## src/rtl/csr_pkg.sv

```systemverilog
// rtl/csr_pkg.sv - shared CSR addresses, op encodings and read-modify-write helper
package csr_pkg;

  localparam int CSR_MAX_XLEN = 64;

  localparam logic [11:0] CSR_MSTATUS  = 12'h300;
  localparam logic [11:0] CSR_MTVEC    = 12'h305;
  localparam logic [11:0] CSR_MSCRATCH = 12'h340;
  localparam logic [11:0] CSR_MEPC     = 12'h341;
  localparam logic [11:0] CSR_MCAUSE   = 12'h342;
  localparam logic [11:0] CSR_MCYCLE   = 12'hB00;
  localparam logic [11:0] CSR_MINSTRET = 12'hB02;
  localparam logic [11:0] CSR_MCYCLEH  = 12'hB80;
  localparam logic [11:0] CSR_MINSTRETH = 12'hB82;
  localparam logic [11:0] CSR_CYCLE    = 12'hC00;
  localparam logic [11:0] CSR_INSTRET  = 12'hC02;
  localparam logic [11:0] CSR_CYCLEH   = 12'hC80;
  localparam logic [11:0] CSR_INSTRETH = 12'hC82;
  localparam logic [11:0] CSR_MHARTID  = 12'hF14;

  localparam logic [2:0] CSR_OP_RW  = 3'b001;
  localparam logic [2:0] CSR_OP_RS  = 3'b010;
  localparam logic [2:0] CSR_OP_RC  = 3'b011;
  localparam logic [2:0] CSR_OP_RWI = 3'b101;
  localparam logic [2:0] CSR_OP_RSI = 3'b110;
  localparam logic [2:0] CSR_OP_RCI = 3'b111;

  localparam int MSTATUS_MIE  = 3;
  localparam int MSTATUS_MPIE = 7;

  // kind is funct3[1:0]; the immediate forms share the register datapath
  function automatic logic [CSR_MAX_XLEN-1:0] csr_new_value(
    input logic [1:0]              kind,
    input logic [CSR_MAX_XLEN-1:0] old,
    input logic [CSR_MAX_XLEN-1:0] operand
  );
    case (kind)
      2'b01:   csr_new_value = operand;
      2'b10:   csr_new_value = old | operand;
      2'b11:   csr_new_value = old & ~operand;
      default: csr_new_value = old;
    endcase
  endfunction

endpackage

```

## src/rtl/csr_unit_if.sv

```systemverilog
// rtl/csr_unit_if.sv - CSR instruction request/response bundle between EX and csr_unit
interface csr_unit_if #(
  parameter int XLEN = 32
);
  logic            csr_valid;
  logic [2:0]      csr_op;
  logic [11:0]     csr_addr;
  logic [XLEN-1:0] op1;
  logic            src_zero;
  logic [XLEN-1:0] csr_rdata;
  logic            csr_illegal;

  modport master (
    output csr_valid, csr_op, csr_addr, op1, src_zero,
    input  csr_rdata, csr_illegal
  );

  modport slave (
    input  csr_valid, csr_op, csr_addr, op1, src_zero,
    output csr_rdata, csr_illegal
  );
endinterface

```

## src/rtl/csr_counter.sv

```systemverilog
// rtl/csr_counter.sv - wide free-running counter with independently writable halves
module csr_counter #(
  parameter int CNT_WIDTH = 64,
  parameter int XLEN      = 32
) (
  input  logic                 clk,
  input  logic                 rst_n,
  input  logic                 inc,
  input  logic                 wr_lo,
  input  logic                 wr_hi,
  input  logic [XLEN-1:0]      wdata,
  output logic [CNT_WIDTH-1:0] value
);
  localparam int HI_W = CNT_WIDTH - XLEN;

  // A write to either half replaces only that half and swallows this cycle's increment
  always_ff @(posedge clk) begin
    if (!rst_n) begin
      value <= '0;
    end else if (wr_lo) begin
      value[XLEN-1:0] <= wdata;
    end else if (wr_hi) begin
      value[CNT_WIDTH-1:XLEN] <= wdata[HI_W-1:0];
    end else if (inc) begin
      value <= value + CNT_WIDTH'(1);
    end
  end
endmodule

```

## src/rtl/csr_unit.sv

```systemverilog
// rtl/csr_unit.sv - machine-mode CSR file with RW/RS/RC datapath, counters and trap/MRET updates
module csr_unit
  import csr_pkg::*;
#(
  parameter int              XLEN        = 32,
  parameter int              CNT_WIDTH   = 64,
  parameter logic [XLEN-1:0] MTVEC_RESET = '0,
  parameter logic [XLEN-1:0] HART_ID     = '0
) (
  input  logic             clk,
  input  logic             rst_n,
  csr_unit_if.slave        csr,
  input  logic             instret_pulse,
  input  logic             trap_valid,
  input  logic [XLEN-1:0]  trap_pc,
  input  logic [XLEN-1:0]  trap_cause,
  input  logic             mret_valid,
  output logic [XLEN-1:0]  mtvec_out,
  output logic [XLEN-1:0]  mepc_out,
  output logic             mie_out
);

  logic                 mie;
  logic                 mpie;
  logic [XLEN-1:0]      mtvec;
  logic [XLEN-1:0]      mscratch;
  logic [XLEN-1:0]      mepc;
  logic [XLEN-1:0]      mcause;
  logic [CNT_WIDTH-1:0] mcycle;
  logic [CNT_WIDTH-1:0] minstret;

  logic [XLEN-1:0] mstatus_val;
  logic [XLEN-1:0] old_val;
  logic [XLEN-1:0] new_val;
  logic            mapped;
  logic            op_ok;
  logic            wr_intent;
  logic            illegal;
  logic            do_write;

  always_comb begin
    mstatus_val               = '0;
    mstatus_val[MSTATUS_MIE]  = mie;
    mstatus_val[MSTATUS_MPIE] = mpie;
  end

  always_comb begin
    old_val = '0;
    mapped  = 1'b1;
    case (csr.csr_addr)
      CSR_MSTATUS:                old_val = mstatus_val;
      CSR_MTVEC:                  old_val = mtvec;
      CSR_MSCRATCH:               old_val = mscratch;
      CSR_MEPC:                   old_val = mepc;
      CSR_MCAUSE:                 old_val = mcause;
      CSR_MCYCLE, CSR_CYCLE:      old_val = mcycle[XLEN-1:0];
      CSR_MCYCLEH, CSR_CYCLEH:    old_val = XLEN'(mcycle[CNT_WIDTH-1:XLEN]);
      CSR_MINSTRET, CSR_INSTRET:  old_val = minstret[XLEN-1:0];
      CSR_MINSTRETH, CSR_INSTRETH: old_val = XLEN'(minstret[CNT_WIDTH-1:XLEN]);
      CSR_MHARTID:                old_val = HART_ID;
      default:                    mapped  = 1'b0;
    endcase
  end

  // funct3 x00 is not a CSR op; set/clear with a zero source is a pure read
  assign op_ok     = (csr.csr_op[1:0] != 2'b00);
  assign wr_intent = (csr.csr_op[1:0] == 2'b01) | ~csr.src_zero;
  assign illegal   = csr.csr_valid &
                     (~op_ok | ~mapped | (wr_intent & (csr.csr_addr[11:10] == 2'b11)));
  assign do_write  = csr.csr_valid & ~illegal & wr_intent & ~trap_valid & ~mret_valid;

  assign new_val = XLEN'(csr_new_value(csr.csr_op[1:0],
                                       CSR_MAX_XLEN'(old_val),
                                       CSR_MAX_XLEN'(csr.op1)));

  assign csr.csr_illegal = illegal;
  assign csr.csr_rdata   = (csr.csr_valid && !illegal) ? old_val : '0;

  assign mtvec_out = mtvec;
  assign mepc_out  = mepc;
  assign mie_out   = mie;

  always_ff @(posedge clk) begin
    if (!rst_n) begin
      mie      <= 1'b0;
      mpie     <= 1'b0;
      mtvec    <= MTVEC_RESET;
      mscratch <= '0;
      mepc     <= '0;
      mcause   <= '0;
    end else if (trap_valid) begin
      mepc   <= {trap_pc[XLEN-1:2], 2'b00};
      mcause <= trap_cause;
      mpie   <= mie;
      mie    <= 1'b0;
    end else if (mret_valid) begin
      mie  <= mpie;
      mpie <= 1'b1;
    end else if (do_write) begin
      case (csr.csr_addr)
        CSR_MSTATUS: begin
          mie  <= new_val[MSTATUS_MIE];
          mpie <= new_val[MSTATUS_MPIE];
        end
        CSR_MTVEC:    mtvec    <= new_val;
        CSR_MSCRATCH: mscratch <= new_val;
        CSR_MEPC:     mepc     <= {new_val[XLEN-1:2], 2'b00};
        CSR_MCAUSE:   mcause   <= new_val;
        default: ;
      endcase
    end
  end

  csr_counter #(.CNT_WIDTH(CNT_WIDTH), .XLEN(XLEN)) u_mcycle (
    .clk   (clk),
    .rst_n (rst_n),
    .inc   (1'b1),
    .wr_lo (do_write && csr.csr_addr == CSR_MCYCLE),
    .wr_hi (do_write && csr.csr_addr == CSR_MCYCLEH),
    .wdata (new_val),
    .value (mcycle)
  );

  csr_counter #(.CNT_WIDTH(CNT_WIDTH), .XLEN(XLEN)) u_minstret (
    .clk   (clk),
    .rst_n (rst_n),
    .inc   (instret_pulse),
    .wr_lo (do_write && csr.csr_addr == CSR_MINSTRET),
    .wr_hi (do_write && csr.csr_addr == CSR_MINSTRETH),
    .wdata (new_val),
    .value (minstret)
  );

endmodule

```

## src/flat_wrapper.sv

```systemverilog
// flat-port wrapper written by rule: the top's interface ports become plain ports
module csr_unit_flat import csr_pkg::*;
#(
  parameter int              XLEN        = 32,
  parameter int              CNT_WIDTH   = 64,
  parameter logic [XLEN-1:0] MTVEC_RESET = '0,
  parameter logic [XLEN-1:0] HART_ID     = '0
)
  (clk, rst_n, instret_pulse, trap_valid, trap_pc, trap_cause, mret_valid, mtvec_out, mepc_out, mie_out, csr_csr_valid, csr_csr_op, csr_csr_addr, csr_op1, csr_src_zero, csr_csr_rdata, csr_csr_illegal);
  csr_unit_if #(.XLEN(XLEN)) csr_i ();
  input  logic clk;
  input  logic rst_n;
  input  logic instret_pulse;
  input  logic trap_valid;
  input  logic [XLEN-1:0] trap_pc;
  input  logic [XLEN-1:0] trap_cause;
  input  logic mret_valid;
  output logic [XLEN-1:0] mtvec_out;
  output logic [XLEN-1:0] mepc_out;
  output logic mie_out;
  input wire logic [$bits(csr_i.csr_valid)-1:0] csr_csr_valid;
  input wire logic [$bits(csr_i.csr_op)-1:0] csr_csr_op;
  input wire logic [$bits(csr_i.csr_addr)-1:0] csr_csr_addr;
  input wire logic [$bits(csr_i.op1)-1:0] csr_op1;
  input wire logic [$bits(csr_i.src_zero)-1:0] csr_src_zero;
  output wire logic [$bits(csr_i.csr_rdata)-1:0] csr_csr_rdata;
  output wire logic [$bits(csr_i.csr_illegal)-1:0] csr_csr_illegal;
  assign csr_i.csr_valid = csr_csr_valid;
  assign csr_i.csr_op = csr_csr_op;
  assign csr_i.csr_addr = csr_csr_addr;
  assign csr_i.op1 = csr_op1;
  assign csr_i.src_zero = csr_src_zero;
  assign csr_csr_rdata = csr_i.csr_rdata;
  assign csr_csr_illegal = csr_i.csr_illegal;
  csr_unit #(.XLEN(XLEN), .CNT_WIDTH(CNT_WIDTH), .MTVEC_RESET(MTVEC_RESET), .HART_ID(HART_ID)) u_core (.clk(clk), .rst_n(rst_n), .csr(csr_i), .instret_pulse(instret_pulse), .trap_valid(trap_valid), .trap_pc(trap_pc), .trap_cause(trap_cause), .mret_valid(mret_valid), .mtvec_out(mtvec_out), .mepc_out(mepc_out), .mie_out(mie_out));
endmodule
```

## config.mk

```make
export PLATFORM = sky130hd
export DESIGN_NAME = csr_unit_flat
export DESIGN_NICKNAME = d
export VERILOG_FILES = /design/src/rtl/csr_pkg.sv /design/src/rtl/csr_unit_if.sv /design/src/rtl/csr_counter.sv /design/src/rtl/csr_unit.sv /design/src/flat_wrapper.sv
export SDC_FILE = /design/constraint.sdc
export NUM_CORES = 1
export LEC_CHECK = 0
export CAP_MARGIN = 30
export CELL_PAD_IN_SITES_DETAIL_PLACEMENT = 1
export CELL_PAD_IN_SITES_GLOBAL_PLACEMENT = 2
export CORE_ASPECT_RATIO = 0.9
export CORE_MARGIN = 1
export CORE_UTILIZATION = 35
export CTS_CLUSTER_SIZE = 24
export DETAILED_ROUTE_END_ITERATION = 6
export MAX_ROUTING_LAYER = met4
export PLACE_DENSITY_LB_ADDON = 0.1
export SLEW_MARGIN = 10
export SYNTH_ARGS = -nofsm -noshare
export SYNTH_HDL_FRONTEND = slang
export SYNTH_SLANG_ARGS = --single-unit
```

## constraint.sdc

```tcl
create_clock -name clk -period 8.7 [get_ports clk]
set_input_delay 1.305 -clock clk [delete_from_list [all_inputs] [get_ports clk]]
set_output_delay 1.305 -clock clk [all_outputs]
set_load 0.01 [all_outputs]
```

# After elaboration in Yosys (flattened, before gate mapping)
# Index checks and enable logic that the tools add are counted.
# W data, S select, Z words.
[totals]
regBits = 256
input_bits = 118
wordCells = 109
[classes]
add_sub_neg = 2
n_eq_ne = 21
mux = 26
n_bitwise = 20
n_reduce_logical = 30
[op_table]
columns = ["op", "count"]
rows = [
  ["$mux W32", 15],
  ["$pmux W32 S9", 1],
  ["$add A64 B1 Y64 const B", 2],
  ["$eq A12 B12 Y1 const B", 9],
  ["$pmux W32 S3", 1],
  ["$mux W64", 1],
  ["$eq A12 B10 Y1 const B", 5],
  ["$and A32 B32 Y32", 1],
  ["$not A32 Y32", 1],
  ["$or A32 B32 Y32", 1],
  ["$reduce_bool A2 Y1", 8],
  ["$reduce_or A14 Y1", 1],
  ["$reduce_or A2 Y1", 5],
  ["$mux W1", 8],
  ["$not A1 Y1", 8],
  ["$reduce_and A2 Y1", 4],
  ["$reduce_and A4 Y1", 2],
  ["$and A1 B1 Y1", 6],
  ["$eq A2 B2 Y1 const B", 3],
  ["$ne A2 B2 Y1 const B", 3],
  ["$reduce_and A3 Y1", 2],
  ["$reduce_bool A3 Y1", 2],
  ["$logic_and A1 B1 Y1", 5],
  ["$or A1 B1 Y1", 3],
  ["other kinds (2)", 2],
]

# Logic depth before layout (Yosys ltp)
[depth]
word_depth = 15
mapped_depth = 11

# Cells and area by module
# From an unflattened synthesis, not the netlist that was laid out.
[unflattened]
cells_unflattened = 2231
area_unflattened_um2 = 16985.0
[modules_own_cells]
columns = ["mod", "instances", "cells_per_inst", "area_per_inst_um2", "seq_area_each_um2"]
rows = [
  ["csr_unit", 1, 1095, 8634.5, 2562.5],
  ["csr_counter (u_core.u_mcycle)", 1, 581, 4280.4, 1281.2],
  ["csr_counter (u_core.u_minstret)", 1, 555, 4070.2, 1281.2],
]

# Worst setup path after synthesis
# No wires, ideal clock.
[synth_timing]
path_kind = "input-to-output"
start = "in csr_csr_addr[2]"
end = "out csr_csr_rdata[22]"
arrival_time_ns = 3.241
required_ns = 7.395
slack_ns = 4.154
cell_stages = 9
path_buffers = 4
path_cell_list = "clkbuf_1 -> and4bb_2 -> and3_1 -> buf_2 -> buf_1 -> buf_1 -> a22o_1 -> nor3_1 -> nor2_1"
[synth_via]
elab_chain_cells = 10
elab_cells_between_ends = 28
[synth_lines]
columns = ["item", "line", "text"]
rows = [
  ["from (decl)", "flat_wrapper.sv:23", "input wire logic [$bits(csr_i.csr_addr)-1:0] csr_csr_addr;"],
  ["$eq A12 B10 Y1 or $eq A12 B12 Y1 (tied branches)", "csr_unit.sv:50", "case (csr.csr_addr)"],
  ["$reduce_or A14 Y1 (no source line)", "--", ""],
  ["$mux W1", "csr_unit.sv:50", ""],
  ["$not A1 Y1", "csr_unit.sv:69", "(~op_ok | ~mapped | (wr_intent & (csr.csr_addr[11:10] == 2'b11)));"],
  ["$or A1 B1 Y1 (2 in series)", "csr_unit.sv:69", ""],
  ["$and A1 B1 Y1", "csr_unit.sv:68", "assign illegal = csr.csr_valid &"],
  ["$logic_not A1 Y1", "csr_unit.sv:77", "assign csr.csr_rdata = (csr.csr_valid && !illegal) ? old_val : '0;"],
  ["$logic_and A1 B1 Y1", "csr_unit.sv:77", ""],
  ["$mux W32 *", "csr_unit.sv:77", ""],
  ["to (decl)", "flat_wrapper.sv:26", "output wire logic [$bits(csr_i.csr_rdata)-1:0] csr_csr_rdata;"],
]
# Mark *: on every way between the ends. The rest lies on a longest branch, timed or not.

# Final worst setup path
[layout_timing]
start = "in csr_csr_addr[3]"
end = "out csr_csr_rdata[24]"
# Same word-level chain as after synthesis.

==> results by group <==
Outcome
  • Outcome: complete, no violations

Power and ir drop
  • Static leakage: between 6 and 7 nW
  • Worst vdd ir: approximately 120 uV
  • Final Power: 0.00303 W
  • Power per cell area: 147 mW/mm2

Floorplanning
  • Die width: 232 um
  • Num ports: 216
  • Rows: 75
  • Initial Util: 0.357
  • Die Y: between 200 and 250 um
  • Die ar.: 0.0487 mm2
  • Core ar.: 0.0469 mm2

Yosys
  • Post-synth top area share: 0.306
  • Yosys cell types: 96
  • Synth warn: 0
  • Post-synth EDFFs: 0
  • Mean Syn Cell Area: about 7.6 um2
  • Synth async-reset ratio: 0
  • Number of synthesized register bits: 256
  • Mapped cell area: approximately 0.017 mm2
  • Area contributors post-synth: dfxtp_1 31%, a21oi_1 6.1%, nand2_1 5.3%, o21ai_0 4.8%, nor2_1 4.4%
  • Synth Flop Type: dfxtp_1
  • Post-synthesis sequential area ratio: 0.306
  • Cells after Synth: 2200
  • Leading area contributor after synthesis: dfxtp_1

Clock tree
  • CTS sink count: 256
  • Worst-skew pair later-pin latency: 570 ps
  • Hold Buf Count CTS: 0
  • Setup Buffers After CTS: 0
  • Clk slew on worst S/H paths: 60 ps
  • CTS H-tree lvls: 2
  • CTS tree: built
  • Clock tree buffer depth: 3
  • CTS Root Buffer Type: clkbuf_16
  • # resized after CTS: 0
  • CTS Buf Count: 34

Detailed routing
  • Starting DRT DRC Count: about 2300
  • Total Routed Length: 96100 um
  • Via count: 20100
  • TritonRoute pass-1 iters: 5
  • Drt via density: between 6 and 7
  • DRT antenna net count: 0
  • Drt wl/cell: ~32 um
  • Drc violations: 0

Worst setup path
  • Worst r2r src: u_core.u_mcycle.value[4]
  • Crit path kind: primary input to primary output
  • Crit path buf inv count: 4
  • Top Family by Delay on Critical Path: buffers and inverters
  • CP required: 7390 ps
  • Critical path's slowest cell: clkdlybuf4s50_1
  • Reg-to-reg setup timing slack: just over 5000 ps
  • Critical Path Sink Type: primary output
  • Crit-path max cell delay: about 890 ps
  • Type of origin of the critical path: primary input
  • Crit-path cells: clkdlybuf4s50_1 -> or3_1 -> a211oi_1 -> buf_4 -> a211oi_1 -> a21o_1 -> buf_4 -> nor2_1 -> clkdlybuf4s50_1
  • Critical-path maximum fanout: 33
  • RR Endpoint: u_core.u_mcycle.value[59]
  • Worst EP arrival: 5070 ps
  • Reg2reg path depth: 7

Cells and area
  • Final Cell Area: roughly 0.021 mm2
  • Layout area overhead: 23.4%
  • Number of diodes: 0
  • Sequential cell area: 0.00512 mm2
  • Layout cell share with drive strength beyond 1: 0.0831
  • Nets: 2456
  • Area of the multi-input gates: between 0.01 and 0.015 mm2
  • Layout fillers: 5632

Timing
  • Max_slew headroom: 0.190
  • Final hold viol count: 0
  • Clock skew: 38.5 ps
  • Final count of negative-setup-slack endpoints: 0
  • Actual slew at the worst max-slew pin: 1210 ps
  • Fmax: 157 MHz
  • Post-Route Setup TNS: 0 ps
  • Tcrit/Tclk final: 0.733
  • Unrepaired setup endpoints after global routing: false
  • Pins Over Slew Limit: 0
  • Period minus WS final: between 6000 and 7000 ps

GRT
  • Busiest grt layer: met2
  • Grt met2 use: 0.562
  • First-pass GRT wire length: 136000 um
  • Grt met3 use: 0.0697
  • Met1 GRT Util: 0.542
  • Vias in the first global route: 18900
  • Gr usage total: 0.396
  • Largest net degree at the start of global routing: 67
  • Initial antenna violation count: 4
  • Grt total ovfl: 0

Worst hold path
  • WHS Path Cells: 2
  • Hold path startpoint: u_core.mscratch[30]
  • HP Class: flip-flop to flip-flop
  • Hold Path End: u_core.mscratch[30]

Placed design
  • Port bufs: 210
  • DP Area: 0.0196 mm2
  • DP HPWL: between 60000 and 70000 um
  • Routability cong.: 0.968

Flow run
  • Max_cap viols: 0
## state kept, by name (all words and copies together), names as in the netlist
register,count
u_core.mscratch,32
u_core.mtvec_out,32
u_core.mie_out,1
u_core.mcause,32
u_core.mepc_out,30
u_core.u_mcycle.value,64
u_core.u_minstret.value,64
u_core.mpie,1
## area by class of cell
class / count / area share
sequential: 256 / 0.248
clock buffer: 48 / 0.0467
inverter: 17 / 0.00321
clock inverter: 11 / 0.00418
timing repair buffer: 282 / 0.131
multi-input combinational: 1745 / 0.529
tap: 616 / 0.0373
## cells by family after synthesis
logic type | synth area share
AOI/OAI and AO/OA | 0.330
and+or+nand+nor | 0.244
DFF | 0.306
buffers and inverters | 0.0484
muxes | 0.0547
xor gates and xnor gates | 0.0152
adders and majority gates | 0.00150
other | 0.000224
## power breakdown
part	total, W	switching (W)	internal [W]
clock	0.00140	0.000597	0.000802
combinational	0.000404	0.000258	0.000146
sequential	0.00123	0.0000315	0.00120
## routing by layer
layer	vias up	share of wire	routed length (um)
li1	8668	-	-
met1	10100	0.43	41500
met2	1116	0.42	40500
met3	196	0.097	9340
met4	0	0.049	4710
met5	-	0	0
## layout by cell type (no fill, tap or decap), types with 29 or more instances in the layout
| cell | instances |
|---|---|
| o22ai_1 | 31 |
| a211oi_1 | 45 |
| a31oi_1 | 42 |
| clkbuf_16 | 35 |
| o21ai_0 | 160 |
| buf_4 | 61 |
| o21a_1 | 29 |
| dfxtp_1 | 256 |
| nor3_1 | 53 |
| mux2i_1 | 61 |
| nor2_1 | 196 |
| nand4_1 | 49 |
| nand2_1 | 234 |
| a21oi_1 | 202 |
| clkdlybuf4s50_1 | 205 |
| o211a_1 | 30 |
| nand3_1 | 98 |
| a22oi_1 | 37 |
## worst max-delay path by stage
| stage | start | endpoint | depth (start not counted) |
|---|---|---|---|
| after floorplan | csr_csr_addr[2] | csr_csr_rdata[22] | 9 |
| after global placement | csr_csr_addr[7] | csr_csr_rdata[7] | 9 |
| after detailed placement | csr_csr_addr[7] | csr_csr_rdata[7] | 9 |
| after CTS | csr_csr_addr[7] | csr_csr_rdata[7] | 9 |
| after global routing | csr_csr_addr[7] | csr_csr_rdata[7] | 9 |
| final | csr_csr_addr[3] | csr_csr_rdata[24] | 9 |
## per-stage QoR
| step | worst slack (ps) | hold WS, ps | utilization | cells |
|---|---|---|---|---|
| global placement | 2360 | 457 | 0.413 | 2901 |
| detailed placement | 2350 | 470 | 0.417 | 2912 |
| finish | 2320 | 473 | 0.440 | 2975 |
| floorplan | 4150 | 445 | - | 2201 |
| CTS | 2340 | 478 | 0.439 | 2971 |
| global route | 2180 | 502 | 0.440 | 2975 |
## synth_stat cells, types with 16 or more instances
cell	number
nor3_1	56
or3_1	18
and4_1	19
nand4_1	49
o211a_1	30
a31oi_1	42
o22ai_1	31
nand2_1	234
o21ai_0	160
nor4_1	18
xnor2_1	16
a21oi_1	205
and3_1	28
a21o_1	19
nand3_1	98
mux2i_1	61
dfxtp_1	256
and2_1	26
a211o_1	23
buf_2	41
a22oi_1	37
a211oi_1	45
o211ai_1	21
o2bb2ai_1	23
clkbuf_1	125
nor2_1	197
o21a_1	29
## worst min-delay path, cell delays in order, from the launching register on
cell	delay, ps
dfxtp_1	310
nand2_1	50
o22ai_1	60
Note: power is estimated with default switching activity, not from simulation.
==> RTL edit 1: new RTL, config.mk and constraints unchanged <==
`CNT_WIDTH` is set to 64 in 3 places; all go to 60.
--- a/src/rtl/csr_counter.sv
+++ b/src/rtl/csr_counter.sv
@@ -1,5 +1,5 @@
 // rtl/csr_counter.sv - wide free-running counter with independently writable halves
 module csr_counter #(
-  parameter int CNT_WIDTH = 64,
+  parameter int CNT_WIDTH = 60,
   parameter int XLEN      = 32
 ) (
--- a/src/rtl/csr_unit.sv
+++ b/src/rtl/csr_unit.sv
@@ -4,5 +4,5 @@
 #(
   parameter int              XLEN        = 32,
-  parameter int              CNT_WIDTH   = 64,
+  parameter int              CNT_WIDTH   = 60,
   parameter logic [XLEN-1:0] MTVEC_RESET = '0,
   parameter logic [XLEN-1:0] HART_ID     = '0
--- a/src/flat_wrapper.sv
+++ b/src/flat_wrapper.sv
@@ -3,5 +3,5 @@
 #(
   parameter int              XLEN        = 32,
-  parameter int              CNT_WIDTH   = 64,
+  parameter int              CNT_WIDTH   = 60,
   parameter logic [XLEN-1:0] MTVEC_RESET = '0,
   parameter logic [XLEN-1:0] HART_ID     = '0
Behaviour: not the same (a bounded check fails within 4 cycles, from zero or initial values and one cycle with rst_n low).
==> RTL edit 1 against the original RTL <==
Total power fell by 2.5%; synthesized area fell by 3.3%; final area down 3.0%; routed wire length is 5.2% lower; register-to-register slack improved by 0.18 ns; global-route usage shrank 0.68 points; setup slack worse by 1.0 ns; critical path type unchanged; highest routed layer unchanged; critical path depth stayed put; sequential cell count decreased by 8; synthesized cell count down 2.8%.
==> RTL edit 1: results (changes against the original RTL) <==
- The via count of the first global-routing pass was 18,609 (-1.4%).
- The worst reg-to-reg setup slack came to 5.34 ns (+0.18 ns).
- The final wirelength came to 91.1 mm (-5.2%).
- The number of instances in the synthesized netlist is 2,138 (-2.8%).
- The first-pass GRT wire length is 131 mm (-3.7%).
- The worst hold path terminates at u_core.mscratch[0].
- The largest vdd supply drop is 109 uV (-8.4%).
- The all-layer global routing usage was 38.9% (-0.68 points).
- The flow ran to the end, and the final reports show no timing, DRC or antenna violations.
- Sorting the synthesized cells by area gives the leading types as sky130_fd_sc_hd__dfxtp_1 31%, sky130_fd_sc_hd__a21oi_1 6.1%, sky130_fd_sc_hd__nand2_1 6.0%.
- The clock network fraction of design power is 47.9% (+1.8 points).
- The number of antenna violations at the first check in global routing was 1 (-3).
- The fraction of final layout cells with drive strength greater than 1 is 8.68% (+0.37 points).
- The total instance count after detailed placement is 2,838 (-2.5%).
- The worst hold slack is 0.455 ns (-0.0173 ns).
- The fill cell total of the finished layout is 5,486 (-2.6%).
- The reg-to-reg critical path endpoint is u_core.u_mcycle.value[50].
- The pin count of the biggest net entering global routing is 80 (+19%).
- The routability-driven placement congestion ratio is 0.998 (+3.1%).
- The power share of the combinational group is 12.2% (-1.1 points).
- The origin of the worst min-delay path is u_core.mscratch[0].
- The length of the first detailed-routing pass in iterations is 6 (+1).
- The largest registers in the layout are u_core.u_mcycle.value: 60 flops, u_core.u_minstret.value: 60 flops.
- The number of DRC markers after the initial detailed-route iteration is 2,028 (-13%).
- The worst clock skew on the final layout is 0.0248 ns (-0.0137 ns).
- The count of different cell masters after synthesis is 88 (-8.3%).
- The sequential element share of the synthesized area is 30.7% (+0.069 points).
- The net total in the final layout is 2,392 (-2.6%).
- The highest net fanout along the worst path was 18 (-45%).
- The ratio of routed vias to standard cells is 6.64 (-1.8%).
- The worst slack after detailed placement is 1.56 ns (-0.790 ns).
- The data arrival time of the critical path is 6.08 ns (+1.01 ns).
[RTL edit 1: metal layers]
layer / GRT usage, % / vias to the layer above / wire, um
met5: - / - / 0
met4: 14.8 / 0 / 3490
met3: 6.71 / 175 / 7740
met2: 60.2 / 974 / 40700
met1: 50.7 / 9737 / 39100
li1: - / 8374 / -
[RTL edit 1: final cells by class]
| class | count | area share (%) |
|---|---|---|
| timing repair buffer | 283 | 13.2 |
| clock buffer | 49 | 4.89 |
| clock inverter | 8 | 0.481 |
| sequential | 248 | 24.8 |
| inverter | 16 | 0.313 |
| antenna | 1 | 0.0125 |
| multi-input combinational | 1689 | 52.5 |
| tap | 608 | 3.80 |
[RTL edit 1: cells by family (layout without fill, tap and decap cells)]
kind of cell	Yosys count	in the layout	synth area share, %
XOR/XNOR	55	55	2.98
flip-flops	248	248	30.7
AND/OR/NAND/NOR	868	868	27.9
buffers and inverters	202	356	5.16
AO/OA/AOI/OAI	661	661	26.8
other	1	3	0.0232
multiplexers	101	101	6.35
adder cells (fa/ha/maj)	2	2	0.155
[RTL edit 1: critical path, stage by stage]
cell	delay, ns
sky130_fd_sc_hd__clkdlybuf4s50_1	0.94
sky130_fd_sc_hd__or4b_1	0.51
sky130_fd_sc_hd__nor4_1	0.48
sky130_fd_sc_hd__a2111o_1	0.32
sky130_fd_sc_hd__nor2b_1	0.58
sky130_fd_sc_hd__nand2_1	0.50
sky130_fd_sc_hd__buf_4	0.41
sky130_fd_sc_hd__a41oi_1	0.39
sky130_fd_sc_hd__clkdlybuf4s50_1	0.62
[RTL edit 1: metrics by stage]
step	power, mW	cell area [sq um]
global route	3.03	20000
global placement	1.55	18800
detailed placement	1.55	18900
floorplan	1.36	16200
CTS	2.95	19900
finish	2.96	20000
==> RTL edit 2: new RTL, same settings <==
Made on the original files. Register the inputs `instret_pulse`, `trap_valid`, `trap_pc`, `trap_cause` and `mret_valid` before use. The logic sees them one clock later. The other inputs are not delayed to match.
--- a/src/rtl/csr_unit.sv
+++ b/src/rtl/csr_unit.sv
@@ -20,4 +20,18 @@
   output logic             mie_out
 );
+
+  logic instret_pulse_q;
+  logic trap_valid_q;
+  logic [XLEN-1:0] trap_pc_q;
+  logic [XLEN-1:0] trap_cause_q;
+  logic mret_valid_q;
+
+  always_ff @(posedge clk) begin
+    instret_pulse_q <= instret_pulse;
+    trap_valid_q    <= trap_valid;
+    trap_pc_q       <= trap_pc;
+    trap_cause_q    <= trap_cause;
+    mret_valid_q    <= mret_valid;
+  end
 
   logic                 mie;
@@ -68,5 +82,5 @@
   assign illegal   = csr.csr_valid &
                      (~op_ok | ~mapped | (wr_intent & (csr.csr_addr[11:10] == 2'b11)));
-  assign do_write  = csr.csr_valid & ~illegal & wr_intent & ~trap_valid & ~mret_valid;
+  assign do_write  = csr.csr_valid & ~illegal & wr_intent & ~trap_valid_q & ~mret_valid_q;
 
   assign new_val = XLEN'(csr_new_value(csr.csr_op[1:0],
@@ -89,10 +103,10 @@
       mepc     <= '0;
       mcause   <= '0;
-    end else if (trap_valid) begin
-      mepc   <= {trap_pc[XLEN-1:2], 2'b00};
-      mcause <= trap_cause;
+    end else if (trap_valid_q) begin
+      mepc   <= {trap_pc_q[XLEN-1:2], 2'b00};
+      mcause <= trap_cause_q;
       mpie   <= mie;
       mie    <= 1'b0;
-    end else if (mret_valid) begin
+    end else if (mret_valid_q) begin
       mie  <= mpie;
       mpie <= 1'b1;
@@ -125,5 +139,5 @@
     .clk   (clk),
     .rst_n (rst_n),
-    .inc   (instret_pulse),
+    .inc   (instret_pulse_q),
     .wr_lo (do_write && csr.csr_addr == CSR_MINSTRET),
     .wr_hi (do_write && csr.csr_addr == CSR_MINSTRETH),
Function: changed (Yosys sat finds a counterexample within 4 cycles, from zero or initial values and one cycle with rst_n low).
==> RTL edit 2 against the original RTL <==
Routed wire length rose by 13%; total power grew 26%; register-to-register slack worse by 0.36 ns; via count grew 8.2%; die area rose by 12%; count of clock-buffer cells in the layout is 12 higher; synthesized area rose by 12%; final cell count is 8.7% higher; sequential cell count increased by 65; setup slack worse by 0.44 ns; final area increased by 11%; critical path type unchanged; critical endpoint is now csr_csr_rdata[27]; highest routed layer unchanged.
==> RTL edit 2: results (changes against the original RTL) <==
- The all-layer global routing usage came to 40.1% (+0.49 points).
- The detailed-routing wirelength on met1 came to 45.4 mm (+9.4%).
- The largest vdd supply drop is 167 uV (+41%).
- The fraction of final layout cells with drive strength greater than 1 is 9.28% (+0.97 points).
- The path depth of the worst reg2reg path is 6 (-1).
- The worst reg-to-reg setup slack is 4.80 ns (-0.36 ns).
- The first-pass GRT wire length is 155 mm (+13%).
- The average wire length per cell after detail routing is 33.6 um (+4.0%).
- The normalized max-slew margin is 21.5% (+2.5 points).
- The length of the first detailed-routing pass in iterations is 7 (+2).
- The sum of net half-perimeters after detailed placement is 78.2 mm (+12%).
- The compound-gate portion of the synthesized area is 28.2% (-4.7 points).
- The number of DRC markers after the initial detailed-route iteration came to 2,505 (+7.0%).
- The uppermost metal layer occupied by signal nets is met4.
- The routability-driven placement congestion ratio came to 1.03 (+6.3%).
- By area the synthesized netlist is led by sky130_fd_sc_hd__dfxtp_1 34%, sky130_fd_sc_hd__a21oi_1 6.7%, sky130_fd_sc_hd__nand3_1 5.1%.
- The number of instances in the synthesized netlist is 2,382 (+8.3%).
- The final non-filler cell total is 3,233 (+8.7%).
- The total via count after detailed routing is 21,761 (+8.2%).
- The worst clock skew on the final layout was 0.0291 ns (-0.00937 ns).
- The commonest cells after synthesis are 321 x sky130_fd_sc_hd__dfxtp_1, 253 x sky130_fd_sc_hd__a21oi_1, 244 x sky130_fd_sc_hd__nand2_1.
- In this run the worst setup path begins at csr_csr_addr[3].
- The fill cell total of the finished layout was 6,319 (+12%).
- The count of different cell masters after synthesis is 107 (+11%).
- The number of CTS-inserted buffers is 41 (+21%).
- The origin of the worst min-delay path is u_core.mscratch[15].
- The post-route worst setup slack is 1.88 ns (-0.442 ns).
- The reg-to-reg critical path endpoint is u_core.u_minstret.value[36].
- The run finished with clean final reports.
- The tree is rooted in a sky130_fd_sc_hd__clkbuf_16.
- The adder and majority cell fraction of the synthesized area is 0.133% (-0.017 points).
- Following the worst setup path forward leads to its endpoint at csr_csr_rdata[27].
- The leakage power figure is 7.49 nW (+10%).
- The worst slack after detailed placement is 2.10 ns (-0.254 ns).
- The net total in the final layout is 2,620 (+6.7%).
- The clock latency reported for the late side of the worst-skew pair came to 0.60 ns (+0.03 ns).
- The detailed-routed wire length on met3 was 9.59 mm (+2.7%).
- The worst reg2reg path startpoint is u_core.u_minstret.value[6].
- The via count of the first global-routing pass came to 21,249 (+13%).
RTL edit 2: critical path: stages:
cell and delay, ns:
sky130_fd_sc_hd__clkdlybuf4s50_1 0.77, sky130_fd_sc_hd__or3_1 0.91, sky130_fd_sc_hd__a211oi_2 0.56, sky130_fd_sc_hd__nor2_1 0.10, sky130_fd_sc_hd__a21oi_1 0.28, sky130_fd_sc_hd__nand2_1 0.15
sky130_fd_sc_hd__buf_4 0.31, sky130_fd_sc_hd__a31oi_1 0.47, sky130_fd_sc_hd__clkdlybuf4s50_1 0.64
RTL edit 2: through the flow:
step	area [sq um]	hold slack (ns)
after floorplan	18800	0.431
after global placement	21400	0.437
after detailed placement	21400	0.443
after CTS	22900	0.456
after global routing	22900	0.481
final	22900	0.457
RTL edit 2: worst min path at each step:
| stage | to | slack [ns] | cells after the start |
|---|---|---|---|
| final | u_core.mscratch[15] | 0.46 | 2 |
| after global routing | u_core.mscratch[29] | 0.48 | 2 |
| after CTS | u_core.mscratch[20] | 0.46 | 2 |
| after detailed placement | u_core.mepc_out[19] | 0.44 | 2 |
| after global placement | u_core.mscratch[14] | 0.44 | 2 |
| after floorplan | u_core.mcause[19] | 0.43 | 2 |
RTL edit 2: logic make-up after synthesis:
kind of cell,after synthesis
adder cells (fa/ha/maj),2
other,1
flip-flops,321
AO/OA/AOI/OAI,802
buffers and inverters,229
multiplexers,84
XOR/XNOR,57
AND/OR/NAND/NOR,886
RTL edit 2: routing by layer:
metal / track usage, % / vias to the layer above
met5: - / -
li1: - / 9340
met1: 52.3 / 10995
met4: 22.0 / 0
met3: 7.67 / 291
met2: 57.8 / 1135
RTL edit 2: area by class of cell:
| type | instances | area (sq um) | share of cell area [%] |
|---|---|---|---|
| flip-flops and latches | 321 | 6430 | 28.0 |
| diodes | 3 | 7.51 | 0.0328 |
| inverters | 28 | 108 | 0.469 |
| multi-input cells | 1833 | 11500 | 50.1 |
| clock inverters | 16 | 234 | 1.02 |
| well taps | 697 | 872 | 3.80 |
| clock buffers | 60 | 1230 | 5.36 |
| repair buffers | 275 | 2560 | 11.2 |
RTL edit 2: report_power, final:
part,switching (mW),internal [mW]
clock,0.759,1.13
sequential,0.0312,1.51
combinational,0.263,0.130
total,1.05,2.77
